**config.mk**
```make
export PLATFORM = sky130hd
export DESIGN_NAME = timer_4bit_sched
export DESIGN_NICKNAME = d
export VERILOG_FILES = /design/src/rtl/timer_4bit_sched.sv
export SDC_FILE = /design/constraint.sdc
export NUM_CORES = 1
export LEC_CHECK = 0
export ABC_CLOCK_PERIOD_IN_PS = 6900
export CELL_PAD_IN_SITES_DETAIL_PLACEMENT = 1
export CELL_PAD_IN_SITES_GLOBAL_PLACEMENT = 1
export CORE_ASPECT_RATIO = 0.5
export CORE_UTILIZATION = 38
export CTS_BUF_LIST = sky130_fd_sc_hd__clkbuf_8 sky130_fd_sc_hd__clkbuf_16
export CTS_CLUSTER_SIZE = 25
export DETAILED_ROUTE_END_ITERATION = 8
export GPL_ROUTABILITY_DRIVEN = 0
export PLACE_DENSITY = 0.82
export SLEW_MARGIN = 0
export SYNTH_ARGS = -nofsm -noshare
export SYNTH_HDL_FRONTEND = slang
export SYNTH_SLANG_ARGS = --single-unit
```
**constraint.sdc**
```tcl
create_clock -name clk -period 6.9 [get_ports clk]
set_input_delay 1.38 -clock clk [delete_from_list [all_inputs] [get_ports clk]]
set_output_delay 1.38 -clock clk [all_outputs]
set_load 0.005 [all_outputs]
```
**src/rtl/timer_4bit_sched.sv**
```systemverilog
// Round-robin scheduler sharing one timer_4bit among N_REQ requesters (countdown mode).
// Optional RUN watchdog enabled by defining TIMER_4BIT_SCHED_WDOG_EN.
module timer_4bit_sched #(
  parameter int unsigned N_REQ      = 4,
  parameter int unsigned ID_W       = 2,
  parameter int unsigned WDOG_LIMIT = 20
) (
  input  logic                 clk,
  input  logic                 reset_n,
  input  logic [N_REQ-1:0]     req,
  input  logic [4*N_REQ-1:0]   req_delay,
  output logic [N_REQ-1:0]     ack,
  output logic                 busy,
  output logic [ID_W-1:0]      grant_id,
  output logic                 tmr_enable,
  output logic                 tmr_load,
  output logic                 tmr_mode,
  output logic [3:0]           tmr_preset,
  input  logic                 tmr_done,
  output logic                 err
);

  localparam int unsigned SUM_W  = ID_W + 1;
  localparam int unsigned WDOG_W = $clog2(WDOG_LIMIT + 1);

  typedef enum logic [1:0] {
    S_IDLE = 2'd0,
    S_LOAD = 2'd1,
    S_RUN  = 2'd2,
    S_DONE = 2'd3
  } state_t;

  state_t           r_state, w_nxt_state;
  logic [ID_W-1:0]  r_rr_ptr, w_nxt_rr_ptr;
  logic [ID_W-1:0]  r_grant_id, w_nxt_grant_id;
  logic [N_REQ-1:0] r_ack, w_nxt_ack;
  logic             r_busy, w_nxt_busy;
  logic             r_tmr_enable, w_nxt_tmr_enable;
  logic             r_tmr_load, w_nxt_tmr_load;
  logic             r_tmr_mode, w_nxt_tmr_mode;
  logic [3:0]       r_tmr_preset, w_nxt_tmr_preset;
  logic             r_err, w_nxt_err;

  logic [N_REQ-1:0] w_rot;
  logic [ID_W-1:0]  w_off;
  logic             w_found;
  logic [SUM_W-1:0] w_sum;
  logic [ID_W-1:0]  w_pick;
  logic [ID_W-1:0]  w_rr_inc;
  logic [N_REQ-1:0] w_ack_vec;

`ifdef TIMER_4BIT_SCHED_WDOG_EN
  logic [WDOG_W-1:0] r_wdog, w_nxt_wdog;
`endif

  // Rotate requests so bit 0 is rr_ptr, then take the lowest set bit.
  always_comb begin
    w_rot   = N_REQ'({req, req} >> r_rr_ptr);
    w_found = 1'b0;
    w_off   = '0;
    for (int k = N_REQ - 1; k >= 0; k--) begin
      if (w_rot[k]) begin
        w_found = 1'b1;
        w_off   = ID_W'(k);
      end
    end
    w_sum = {1'b0, r_rr_ptr} + {1'b0, w_off};
    if (w_sum >= SUM_W'(N_REQ)) begin
      w_pick = ID_W'(w_sum - SUM_W'(N_REQ));
    end else begin
      w_pick = w_sum[ID_W-1:0];
    end
  end

  always_comb begin
    if (r_grant_id == ID_W'(N_REQ - 1)) begin
      w_rr_inc = '0;
    end else begin
      w_rr_inc = r_grant_id + ID_W'(1);
    end
    w_ack_vec = N_REQ'(1) << r_grant_id;
  end

  // Next state and next registered outputs.
  always_comb begin
    w_nxt_state      = r_state;
    w_nxt_rr_ptr     = r_rr_ptr;
    w_nxt_grant_id   = r_grant_id;
    w_nxt_tmr_preset = r_tmr_preset;
    w_nxt_ack        = '0;
    w_nxt_busy       = 1'b0;
    w_nxt_tmr_enable = 1'b0;
    w_nxt_tmr_load   = 1'b0;
    w_nxt_tmr_mode   = 1'b0;
    w_nxt_err        = 1'b0;
`ifdef TIMER_4BIT_SCHED_WDOG_EN
    w_nxt_wdog       = r_wdog;
`endif
    case (r_state)
      S_IDLE: begin
        if (w_found) begin
          w_nxt_state      = S_LOAD;
          w_nxt_grant_id   = w_pick;
          w_nxt_tmr_preset = req_delay[32'(w_pick) * 4 +: 4];
          w_nxt_busy       = 1'b1;
          w_nxt_tmr_load   = 1'b1;
          w_nxt_tmr_mode   = 1'b1;
`ifdef TIMER_4BIT_SCHED_WDOG_EN
          w_nxt_wdog       = '0;
`endif
        end
      end
      S_LOAD: begin
        w_nxt_state      = S_RUN;
        w_nxt_busy       = 1'b1;
        w_nxt_tmr_enable = 1'b1;
        w_nxt_tmr_mode   = 1'b1;
      end
      S_RUN: begin
        w_nxt_busy = 1'b1;
        if (tmr_done) begin
          w_nxt_state = S_DONE;
          w_nxt_ack   = w_ack_vec;
        end
`ifdef TIMER_4BIT_SCHED_WDOG_EN
        else if (r_wdog == WDOG_W'(WDOG_LIMIT - 1)) begin
          w_nxt_state = S_DONE;
          w_nxt_ack   = w_ack_vec;
          w_nxt_err   = 1'b1;
        end
`endif
        else begin
          w_nxt_tmr_enable = 1'b1;
          w_nxt_tmr_mode   = 1'b1;
`ifdef TIMER_4BIT_SCHED_WDOG_EN
          w_nxt_wdog       = r_wdog + WDOG_W'(1);
`endif
        end
      end
      S_DONE: begin
        w_nxt_state  = S_IDLE;
        w_nxt_rr_ptr = w_rr_inc;
      end
      default: begin
        w_nxt_state = S_IDLE;
      end
    endcase
  end

  // State and output registers.
  always_ff @(posedge clk or negedge reset_n) begin
    if (!reset_n) begin
      r_state      <= S_IDLE;
      r_rr_ptr     <= '0;
      r_grant_id   <= '0;
      r_ack        <= '0;
      r_busy       <= 1'b0;
      r_tmr_enable <= 1'b0;
      r_tmr_load   <= 1'b0;
      r_tmr_mode   <= 1'b0;
      r_tmr_preset <= '0;
      r_err        <= 1'b0;
    end else begin
      r_state      <= w_nxt_state;
      r_rr_ptr     <= w_nxt_rr_ptr;
      r_grant_id   <= w_nxt_grant_id;
      r_ack        <= w_nxt_ack;
      r_busy       <= w_nxt_busy;
      r_tmr_enable <= w_nxt_tmr_enable;
      r_tmr_load   <= w_nxt_tmr_load;
      r_tmr_mode   <= w_nxt_tmr_mode;
      r_tmr_preset <= w_nxt_tmr_preset;
      r_err        <= w_nxt_err;
    end
  end

`ifdef TIMER_4BIT_SCHED_WDOG_EN
  // Counts RUN cycles since the last LOAD.
  always_ff @(posedge clk or negedge reset_n) begin
    if (!reset_n) begin
      r_wdog <= '0;
    end else begin
      r_wdog <= w_nxt_wdog;
    end
  end
`endif

  assign ack        = r_ack;
  assign busy       = r_busy;
  assign grant_id   = r_grant_id;
  assign tmr_enable = r_tmr_enable;
  assign tmr_load   = r_tmr_load;
  assign tmr_mode   = r_tmr_mode;
  assign tmr_preset = r_tmr_preset;
  assign err        = r_err;

endmodule

```
## Word-level counts from Yosys, hierarchy flattened

Index checks and enable logic that the tools add are counted.

| storage, ports and cells | value |
|---|---|
| register bits | 18 |
| bits of input ports | 23 |
| output and inout bits | 15 |

| cells by class | value |
|---|---|
| add/subtract/negate cells | 3 |
| magnitude comparators | 1 |
| equal/unequal tests | 6 |
| shift-type cells | 3 |
| muxes and demuxes | 21 |
| reductions and logical operators | 4 |

Operator list:

| cell | count |
|---|---|
| $mux W2 | 8 |
| $shiftx A16 B5 Y4 | 1 |
| $mux W4 | 2 |
| $pmux W2 S4 | 1 |
| $shr A8 B2 Y4 | 1 |
| $mux W1 | 7 |
| $eq A2 B2 Y1 const B | 3 |
| $ne A2 B2 Y1 const B | 2 |
| $pmux W1 S2 | 2 |
| $reduce_and A2 Y1 | 2 |
| $shl A1 B2 Y4 const A | 1 |
| $add A2 B2 Y3 | 1 |
| $ge A3 B3 Y1 const B | 1 |
| $pmux W1 S3 | 1 |
| $add A2 B1 Y2 const B | 1 |
| $eq A2 B1 Y1 const B | 1 |
| $logic_not A2 Y1 | 1 |
| $reduce_or A2 Y1 | 1 |
| $sub A2 B1 Y2 const B | 1 |

## Depth between registers and ports, before layout

Gate-level depths: netlist of run 1.

| depth | value |
|---|---|
| depth in word-level cells | 9 |
| gate-level depth with buffers | 12 |

## Least setup slack after synthesis of run 1

No wires, ideal clock.

| path | value |
|---|---|
| path type | input port to flip-flop |
| start | in req[0] |
| end | reg r_tmr_preset[0] (netlist: tmr_preset[0]) |
| data arrival time | 3.181 ns |
| required time | 6.776 ns |
| path slack | 3.595 ns |
| stages on the path | 11 |
| path buffers | 2 |
| path through | buf_6 > nand2_1 > o22ai_1 > a21oi_1 > o221ai_1 > ha_1 > buf_1 > mux2_2 > nand3_1 > mux2i_1 > a211o_1 |

| on the way | value |
|---|---|
| cells in the longest elaborated chain, start to end | 9 |
| elaborated cells between the ends (all ways) | 15 |

Ends and longest elaborated chain:

| element | RTL line | text |
|---|---|---|
| start, declared | 10 | `input logic [N_REQ-1:0] req,` |
| $shr A8 B2 Y4 * | 58 | `w_rot = N_REQ'({req, req} >> r_rr_ptr);` |
| $mux W2 (3 in a row) | 62 | `if (w_rot[k]) begin` |
| $mux W2 * | 62 |  |
| $add A2 B2 Y3 * | 67 | `w_sum = {1'b0, r_rr_ptr} + {1'b0, w_off};` |
| $ge A3 B3 Y1 / $sub A2 B1 Y2 (equally long branches) | 68, 69 |  |
| $mux W2 * | 68 | `if (w_sum >= SUM_W'(N_REQ)) begin` |
| net w_pick[0] | 48 | `logic [ID_W-1:0] w_pick;` |
| $shiftx A16 B5 Y4 * | 104 | `w_nxt_tmr_preset = req_delay[32'(w_pick) * 4 +: 4];` |
| end signal, assigned | 172 | `r_tmr_preset <= w_nxt_tmr_preset;` |
| end, declared | 41 | `logic [3:0] r_tmr_preset, w_nxt_tmr_preset;` |

Mark *: on every way through the listed nets, which the timed path passes. The rest lies on a longest branch.
A chain may end at the register's enable or synchronous reset.

## Final worst setup path of run 1

Same ends and word-level chain as after synthesis.

==> results of run 1 <==
## registers in the layout (all words and copies together), names as in the netlist
signal,count
tmr_preset,4
grant_id,2
ack,4
r_state,2
tmr_load,1
tmr_enable,1
r_rr_ptr,2
busy,1
tmr_mode,1
## area by class of cell
type | instances | area share (%)
sequential | 18 | 27.0
multi-input combinational | 97 | 43.4
clock buffer | 4 | 3.30
timing repair buffer | 37 | 22.0
inverter | 6 | 1.35
tap | 40 | 3.00
## cell usage in the layout (no fill, tap or decap)
cell type	netlist	routed
clkbuf_8	1	4
or2b_2	1	1
a211o_1	4	4
nand3_1	16	16
dfrtp_1	18	18
xor2_1	1	1
ha_1	11	11
o221ai_1	1	1
conb_1	1	1
o311ai_1	1	1
nor2b_1	2	2
nor2_1	8	8
nand2_1	9	9
mux2_2	10	10
nand3b_1	1	1
a21oi_1	3	3
o32a_1	1	1
and3_1	5	5
o21ai_0	5	5
nor3_1	1	1
mux2i_1	10	10
inv_1	6	6
and3b_2	1	1
and2b_2	1	1
clkdlybuf4s50_1	0	36
o22ai_1	1	1
buf_4	1	1
xnor2_1	2	2
or4_1	1	1
## critical path: cells and delay by family
kind / cells / cell delay [ns]
AO/OA/AOI/OAI: 4 / 0.61
adder cells (fa/ha/maj): 1 / 0.52
buffers and inverters: 1 / 0.59
multiplexers: 2 / 0.50
AND/OR/NAND/NOR: 3 / 0.25
## power by group through the flow
stage / clock network (mW) / registers, mW / logic, mW
3_3_place_gp: 0 / 0.193 / 0.403
5_1_grt: 0.0923 / 0.202 / 0.465
6_report: 0.0852 / 0.195 / 0.422
4_1_cts: 0.0873 / 0.195 / 0.426
3_5_place_dp: 0 / 0.197 / 0.416
2_1_floorplan: 0 / 0.180 / 0.296
## how the worst max path moves through the flow
stage	end	slack (ns)	depth (start not counted)
after floorplan	tmr_preset[0]$_DFFE_PN0P_	3.59	11
after global placement	tmr_preset[0]$_DFFE_PN0P_	2.99	11
after detailed placement	tmr_preset[3]$_DFFE_PN0P_	2.93	11
after CTS	tmr_preset[3]$_DFFE_PN0P_	3.17	11
after global routing	tmr_preset[3]$_DFFE_PN0P_	2.98	9
final	tmr_preset[0]$_DFFE_PN0P_	3.17	11
## cells by family (layout without fill, tap and decap cells)
group | Yosys count | count (layout) | synth area share (%)
buf+inv | 14 | 47 | 7.03
compound gates | 16 | 16 | 8.61
fa+ha+maj | 11 | 11 | 10.9
simple gates | 46 | 46 | 18.6
xor+xnor | 3 | 3 | 2.08
mux | 20 | 20 | 16.8
other cells | 1 | 1 | 0.297
flops | 18 | 18 | 35.6
## per-layer routing
| metal | up-vias | global-route usage, % | part of all wire (%) |
|---|---|---|---|
| li1 | 513 | - | - |
| met1 | 531 | 26.3 | 50 |
| met2 | 18 | 32.1 | 46 |
| met3 | 2 | 3.31 | 3.6 |
| met4 | 0 | 4.07 | 0.66 |
| met5 | - | 0 | 0 |
==> results by group, run 1 <==
Run status
  – Status: complete, no violations

Power and ir drop
  – Sequential share of power: 27.7%
  – Sw Share: 41.4%
  – Comb power frac: 60.1%
  – Power per cell area: 420 nW/µm²
  – Psw: 0.291 mW
  – Share of power burned in the clock network: 12.1%
  – Peak supply drop: 0.211 mV
  – Pwr Total: 0.702 mW
  – Pleak: 0.748 nW
  – Internal: 0.412 mW

Clocking
  – Cts hold-fix bufs: 0
  – Root Buffer Master: clkbuf_8
  – Post-CTS Setup Inserts: 0
  – Worst-path clk slew: 0.07 ns
  – Clock Latency Late Sink: 0.25 ns
  – H-tree depth: 1
  – Clock sinks: 18
  – Post-CTS resize count: 0
  – CTS buffer count: 3
  – CTS tree: built
  – Max Root-Sink Buffers: 2

Final layout
  – Non-Filler Instances: 202
  – Cell area after layout: 1670 µm²
  – Syn-to-layout area delta: 32.2%
  – Layout cells sized above 1: 11.1%
  – Fill cells: 351
  – Antenna diodes: 0
  – Storage cell area: 450 µm²
  – Post-layout util: 54.2%
  – Nets: 197
  – Multi-input gate area: 724 µm²

Yosys
  – Synth Instances: 129
  – Avg Cell Area, Syn: 9.80 µm²
  – Yosys top cell by area: dfrtp_1
  – Seq/Total Area, Yosys: 35.6%
  – EDFF count, synth: 0
  – Most instantiated library cell after synthesis: dfrtp_1
  – Cell area after synthesis: 1260 µm²
  – Top post-synthesis cells by area: dfrtp_1 36%, ha_1 11%, mux2_2 8.9%
  – Synth top cells by count: 18 x dfrtp_1, 16 x nand3_1, 11 x ha_1
  – Synth Flop Type: dfrtp_1
  – Ys async rst share: 100%
  – Seq cells post-synth: 18
  – Yosys top cell area share: 35.6%
  – Synthesized net count: 163
  – Synth cell types: 31
  – Yosys Warn Count: 0

STA
  – Worst-Margin Slew: 0.806 ns
  – Final period util: 54.0%
  – RSZ-0062 raised after global routing: no
  – Hold WS: 0.496 ns
  – Final setup viols: 0
  – Fmax: 268 MHz
  – Final worst slack: 3.17 ns
  – TNS Setup: 0 ns
  – Final Max Slew Viols: 0
  – Final setup skew: 0.00189 ns
  – Slew headroom: 46.1%
  – Minimum clock period: 3.73 ns
  – Fin. Hold Viols: 0

Drt
  – WL/cell: 15.8 µm
  – Residual DRC: 0
  – Vias: 1064
  – DR iter-0 viols: 29
  – Post-route ant nets: 0
  – Vias per std cell: 5.27
  – WL final: 3200 µm
  – Drt first pass iters: 4

Global route
  – Vias in the first global route: 1055
  – GRT Util Overall: 19.1%
  – Initial antenna violation count: 0
  – Grt total ovfl: 0
  – Largest net degree at the start of global routing: 21
  – First-pass GRT wire length: 5280 µm

Setup path
  – CP startpoint: req[0]
  – Flop2flop setup slack: 4.33 ns
  – Critical Path RT: 7.04 ns
  – Cells on worst reg2reg path: 10
  – Worst Path Arrival: 3.86 ns
  – CP Cell Sequence: clkdlybuf4s50_1 > nor2_1 > nand2_1 > a21oi_1 > a21oi_1 > o221ai_1 > ha_1 > mux2_2 > nand3_1 > mux2i_1 > a211o_1
  – Critical R2R Launch: r_rr_ptr[0]$_DFFE_PN0N_
  – Worst Setup Start Kind: input pin
  – Crit path largest cell delay: 0.59 ns
  – Crit Reg-Reg Endpoint: tmr_preset[0]$_DFFE_PN0P_
  – CP max FO: 9
  – Crit. End Element: flop
  – Most frequent CP cell: a21oi_1
  – Critical path's slowest cell: clkdlybuf4s50_1
  – WS Path Type: input pin to flop

Floorplan
  – Die area: 3570 µm²
  – Die width: 83.6 µm
  – # rows: 14
  – Core ar.: 3080 µm²
  – Starting Density: 41.0%
  – I/O pins: 38
  – Die Span Y: 42.8 µm

Run
  – Max-cap viol count: 0

Placed design
  – Post-DP HPWL: 2470 µm
  – # port buffers: 36
  – Worst slack, placed: 2.93 ns
  – Post-DP Area: 1620 µm²
  – Placed Cells: 198

Min path
  – Hold WC Path Type: flop to flop
  – Hold Path Sink: tmr_preset[1]$_DFFE_PN0P_
  – Hold path startpoint: tmr_preset[1]$_DFFE_PN0P_
  – Cells on Worst Hold Path: 1
Power figures use the tool's default switching activity.
==> run 2: changes to the inputs <==
--- a/config.mk
+++ b/config.mk
@@ -5,16 +5,16 @@
 export SDC_FILE = /design/constraint.sdc
 export NUM_CORES = 1
 export LEC_CHECK = 0
-export ABC_CLOCK_PERIOD_IN_PS = 6900
+export ABC_CLOCK_PERIOD_IN_PS = 3200
 export CELL_PAD_IN_SITES_DETAIL_PLACEMENT = 1
 export CELL_PAD_IN_SITES_GLOBAL_PLACEMENT = 1
 export CORE_ASPECT_RATIO = 0.5
-export CORE_UTILIZATION = 38
+export CORE_UTILIZATION = 31
 export CTS_BUF_LIST = sky130_fd_sc_hd__clkbuf_8 sky130_fd_sc_hd__clkbuf_16
 export CTS_CLUSTER_SIZE = 25
 export DETAILED_ROUTE_END_ITERATION = 8
 export GPL_ROUTABILITY_DRIVEN = 0
-export PLACE_DENSITY = 0.82
+export PLACE_DENSITY = 0.71
 export SLEW_MARGIN = 0
 export SYNTH_ARGS = -nofsm -noshare
 export SYNTH_HDL_FRONTEND = slang
==> constraint.sdc (replaced) <==
create_clock -name clk -period 3.2 [get_ports clk]
set_input_delay 0.64 -clock clk [delete_from_list [all_inputs] [get_ports clk]]
set_output_delay 0.64 -clock clk [all_outputs]
set_load 0.005 [all_outputs]
==> results by group, run 2 (synthesis gave the netlist of run 1 again) <==
Run
  – Max-cap viol count: 0

Drt
  – Vias per std cell: 4.88
  – Post-route ant nets: 0
  – Residual DRC: 0
  – Drt first pass iters: 4
  – DR iter-0 viols: 36
  – WL final: 3210 µm
  – Vias: 1049
  – WL/cell: 14.9 µm

Setup path
  – Cells on worst reg2reg path: 10
  – Most frequent CP cell: a21oi_1
  – Worst Setup Start Kind: input pin
  – Critical path's slowest cell: clkdlybuf4s50_1
  – Crit path depth: 10
  – Worst Path Arrival: 3.12 ns
  – WS Path Type: input pin to flop
  – Crit path largest cell delay: 0.59 ns
  – Critical Path RT: 3.34 ns
  – WP buf/inv: 1
  – CP max FO: 9
  – Family with the most delay on the worst path: compound AO/OA/AOI/OAI gates
  – Crit. End Element: flop
  – CP Cell Sequence: clkdlybuf4s50_1 > nand3b_1 > a21oi_1 > a21oi_1 > o221ai_1 > ha_1 > mux2_2 > nand3_1 > mux2i_1 > a211o_1

STA
  – Final setup viols: 0
  – Final Max Slew Viols: 0
  – Fin. Hold Viols: 0
  – Final period util: 93.0%
  – Final setup skew: 0.00186 ns
  – RSZ-0062 raised after global routing: no
  – Minimum clock period: 2.97 ns
  – Final worst slack: 0.225 ns
  – Worst-Margin Slew: 1.05 ns
  – Slew headroom: 30.1%
  – Fmax: 336 MHz

Power and ir drop
  – Power per cell area: 892 nW/µm²
  – Pwr Total: 1.52 mW
  – Peak supply drop: 0.434 mV
  – Pleak: 0.759 nW

Floorplan
  – Core ar.: 3660 µm²
  – Die area: 4350 µm²
  – Starting Density: 34.5%
  – Die width: 92.3 µm
  – # rows: 15
  – I/O pins: 38
  – Die Span Y: 47.1 µm

Run status
  – Status: complete, no violations

Clocking
  – Root Buffer Master: clkbuf_8
  – Post-CTS Setup Inserts: 0
  – Max Root-Sink Buffers: 2
  – Clock sinks: 18
  – Worst-path clk slew: 0.06 ns
  – CTS tree: built
  – CTS buffer count: 3
  – Post-CTS resize count: 0
  – Clock Latency Late Sink: 0.25 ns
  – H-tree depth: 1
  – Cts hold-fix bufs: 0

Placed design
  – # port buffers: 36
  – Post-DP HPWL: 2430 µm
  – Worst slack, placed: -0.0469 ns
  – Placed Cells: 211
  – Post-DP Area: 1650 µm²

Final layout
  – Cell area after layout: 1710 µm²
  – Commonest non-fill, non-tap cell in the layout: clkdlybuf4s50_1
  – Fill cells: 426
  – Non-Filler Instances: 215
  – Multi-input gate area: 732 µm²
  – Layout cells sized above 1: 12.8%
  – Syn-to-layout area delta: 35.0%
  – Antenna diodes: 0
  – Storage cell area: 450 µm²
  – Most frequent cells in the layout: 36 x clkdlybuf4s50_1, 18 x dfrtp_1, 16 x nand3_1, 11 x ha_1
  – Nets: 199

Global route
  – GRT Util Overall: 16.5%
  – Vias in the first global route: 1031
  – First-pass GRT wire length: 5210 µm
  – Largest net degree at the start of global routing: 21
  – Grt total ovfl: 0
  – Initial antenna violation count: 0

Min path
  – Cells on Worst Hold Path: 1
  – Hold WC Path Type: flop to flop
-- run 2: cell count changes in the layout (fill, tap and decap cells not counted) --
cell	before	now
buf_4	1	3
o311ai_1	1	0
o311ai_2	0	1
-- run 2: through the flow --
step	TNS, ns	util (%)	hold slack (ns)
2_1_floorplan	0	-	0.344
3_3_place_gp	0	45.1	0.480
3_5_place_dp	-0.139	45.1	0.481
4_1_cts	0	46.6	0.499
5_1_grt	0	46.6	0.515
6_report	0	46.6	0.493
-- run 2: final cells by class --
cell class	count	area share (%)
Clock buffer	4	3.23
Inverter	6	1.32
Multi-Input combinational cell	97	42.9
Sequential cell	18	26.4
Tap cell	51	3.74
Timing Repair Buffer	39	22.4
-- run 2: worst register-to-register path: stages (launching register included) --
cell,delay [ns]
dfrtp_1,0.56
inv_1,0.11
nand2_1,0.08
o22ai_1,0.08
a21oi_1,0.15
o221ai_1,0.12
ha_1,0.53
mux2_2,0.41
nand3_1,0.09
mux2i_1,0.08
a211o_1,0.30
-- run 2: routing by layer --
metal  GRT usage, %  vias up  share of wire, %
met5              0        -                 0
met4           7.50        0               1.5
met3           3.56        5               5.1
met2           26.3       23                42
met1           22.3      498                51
li1               -      523                 -
-- run 2: final timing paths --
path | from | to | slack, ns
min in group asynchronous | reset_n | ack[1]$_DFF_PN0_ | 0.84
min reg2reg | tmr_preset[3]$_DFFE_PN0P_ | tmr_preset[3]$_DFFE_PN0P_ | 0.49
min | tmr_preset[3]$_DFFE_PN0P_ | tmr_preset[3]$_DFFE_PN0P_ | 0.49
max | req[1] | tmr_preset[1]$_DFFE_PN0P_ | 0.23
max in group asynchronous | reset_n | tmr_load$_DFF_PN0_ | 1.86
max reg2reg | r_rr_ptr[0]$_DFFE_PN0N_ | tmr_preset[1]$_DFFE_PN0P_ | 0.57
-- run 2: power by group --
part,internal (mW),switching (mW)
Clock,0.109,0.0750
Sequential,0.324,0.0920
Combinational,0.468,0.453
==> run 3: changes to the inputs <==
--- a/config.mk
+++ b/config.mk
@@ -14,7 +14,7 @@
 export CTS_CLUSTER_SIZE = 25
 export DETAILED_ROUTE_END_ITERATION = 8
 export GPL_ROUTABILITY_DRIVEN = 0
-export PLACE_DENSITY = 0.71
+export PLACE_DENSITY_LB_ADDON = 0.25
 export SLEW_MARGIN = 0
 export SYNTH_ARGS = -nofsm -noshare
 export SYNTH_HDL_FRONTEND = slang
==> results by group, run 3 (synthesis gave the netlist of run 1 again) <==
Run status
  – Status: complete, no violations

STA
  – TNS Setup: 0 ns
  – RSZ-0062 raised after global routing: no
  – Final Max Slew Viols: 0
  – Final period util: 92.5%
  – Fmax: 338 MHz
  – Slew headroom: 29.6%
  – Fin. Hold Viols: 0
  – Worst-Margin Slew: 1.05 ns
  – Minimum clock period: 2.96 ns
  – Final setup viols: 0
  – Final setup skew: 0.00328 ns

Floorplan
  – # rows: 15
  – Die Span Y: 47.1 µm
  – Core ar.: 3660 µm²
  – Die area: 4350 µm²
  – I/O pins: 38
  – Die width: 92.3 µm
  – Starting Density: 34.5%

Power and ir drop
  – Sw Share: 40.8%
  – Comb power frac: 59.8%
  – Internal: 0.897 mW
  – Pwr Total: 1.51 mW
  – Power per cell area: 891 nW/µm²
  – Share of power burned in the clock network: 12.5%
  – Pleak: 0.754 nW
  – Peak supply drop: 0.337 mV
  – Sequential share of power: 27.7%
  – Psw: 0.617 mW

Global route
  – Grt total ovfl: 0
  – First-pass GRT wire length: 5120 µm
  – Vias in the first global route: 1016
  – GRT Util Overall: 15.9%
  – Largest net degree at the start of global routing: 21
  – Initial antenna violation count: 0

Clocking
  – Clock Latency Late Sink: 0.26 ns
  – Post-CTS resize count: 0
  – Post-CTS Setup Inserts: 0
  – Root Buffer Master: clkbuf_8
  – CTS tree: built
  – H-tree depth: 1
  – CTS buffer count: 3
  – Cts hold-fix bufs: 0
  – Worst-path clk slew: 0.07 ns
  – Clock sinks: 18
  – Max Root-Sink Buffers: 2

Final layout
  – Cell area after layout: 1700 µm²
  – Most frequent cells in the layout: 36 x clkdlybuf4s50_1, 18 x dfrtp_1, 16 x nand3_1, 11 x ha_1
  – Layout cells sized above 1: 12.3%
  – Nets: 198
  – Syn-to-layout area delta: 34.5%
  – Antenna diodes: 0
  – Commonest non-fill, non-tap cell in the layout: clkdlybuf4s50_1

Min path
  – Hold WC Path Type: flop to flop
  – Hold path startpoint: tmr_preset[0]$_DFFE_PN0P_
  – Hold Path Sink: tmr_preset[0]$_DFFE_PN0P_
  – Cells on Worst Hold Path: 1

Setup path
  – Critical R2R Launch: r_rr_ptr[0]$_DFFE_PN0N_
  – Cells on worst reg2reg path: 10
  – Crit Reg-Reg Endpoint: tmr_preset[2]$_DFFE_PN0P_
  – Crit. End Element: flop
  – Crit path largest cell delay: 0.58 ns
  – CP max FO: 9
  – WP buf/inv: 1
  – Family with the most delay on the worst path: compound AO/OA/AOI/OAI gates
  – Worst Path Arrival: 3.11 ns
  – Critical Path RT: 3.35 ns
  – Most frequent CP cell: a21oi_1
  – Critical path's slowest cell: clkdlybuf4s50_1
  – Worst Setup Start Kind: input pin
  – CP startpoint: req[1]
  – CP Cell Sequence: clkdlybuf4s50_1 > nand3b_1 > a21oi_1 > a21oi_1 > o221ai_1 > ha_1 > mux2_2 > nand3_1 > mux2i_1 > a211o_1
  – Flop2flop setup slack: 0.61 ns
  – WS Path Type: input pin to flop

Drt
  – Residual DRC: 0
  – WL/cell: 14.5 µm
  – DR iter-0 viols: 54
  – Post-route ant nets: 0
  – Vias: 1046
  – Vias per std cell: 4.89
  – WL final: 3110 µm
  – Drt first pass iters: 4

Placed design
  – Post-DP Area: 1640 µm²
  – # port buffers: 36
  – Post-DP HPWL: 2370 µm

Run
  – Max-cap viol count: 0
==> run 3: cell count changes in the layout (fill, tap and decap cells not counted) <==
cell,before,now
buf_4,3,2
==> run 3: layout make-up <==
type	instances	area, µm²
Multi-Input combinational cell	97	732
Sequential cell	18	450
Fill cell	424	1960
Clock buffer	4	55.1
Timing Repair Buffer	38	375
Inverter	6	22.5
Tap cell	51	63.8
==> run 3: worst max-delay path by stage <==
stage          depth (start not counted)                         to
2_1_floorplan                         11  tmr_preset[0]$_DFFE_PN0P_
3_3_place_gp                          10  tmr_preset[1]$_DFFE_PN0P_
3_5_place_dp                          10  tmr_preset[2]$_DFFE_PN0P_
4_1_cts                               10  tmr_preset[2]$_DFFE_PN0P_
5_1_grt                               10  tmr_preset[2]$_DFFE_PN0P_
6_report                              10  tmr_preset[2]$_DFFE_PN0P_
==> run 3: power by group through the flow <==
stage               Sequential (mW)  Clock, mW  Combinational [mW]
detailed placement            0.426          0               0.914
CTS                           0.423      0.194               0.919
global placement              0.419          0               0.882
finish                        0.420      0.189               0.906
global route                  0.439      0.205                1.02
floorplan                     0.388          0               0.639
==> run 3: through the flow <==
stage	instances	util, %	hold slack [ns]	worst slack, ns
after floorplan	129	-	0.344	0.635
after global placement	210	44.9	0.481	0.0543
after detailed placement	210	44.9	0.489	-0.0455
after CTS	214	46.4	0.506	0.231
after global routing	214	46.4	0.529	0.0600
final	214	46.4	0.496	0.240
==> run 3: layer usage <==
| layer | vias to the layer above | wire [µm] | part of all wire (%) | global-route usage (%) |
|---|---|---|---|---|
| li1 | 524 | - | - | - |
| met1 | 490 | 1580 | 51 | 21.5 |
| met2 | 32 | 1330 | 43 | 25.8 |
| met3 | 0 | 200 | 6.4 | 4.69 |
| met4 | 0 | 0 | 0 | 3.75 |
| met5 | - | 0 | 0 | 0 |
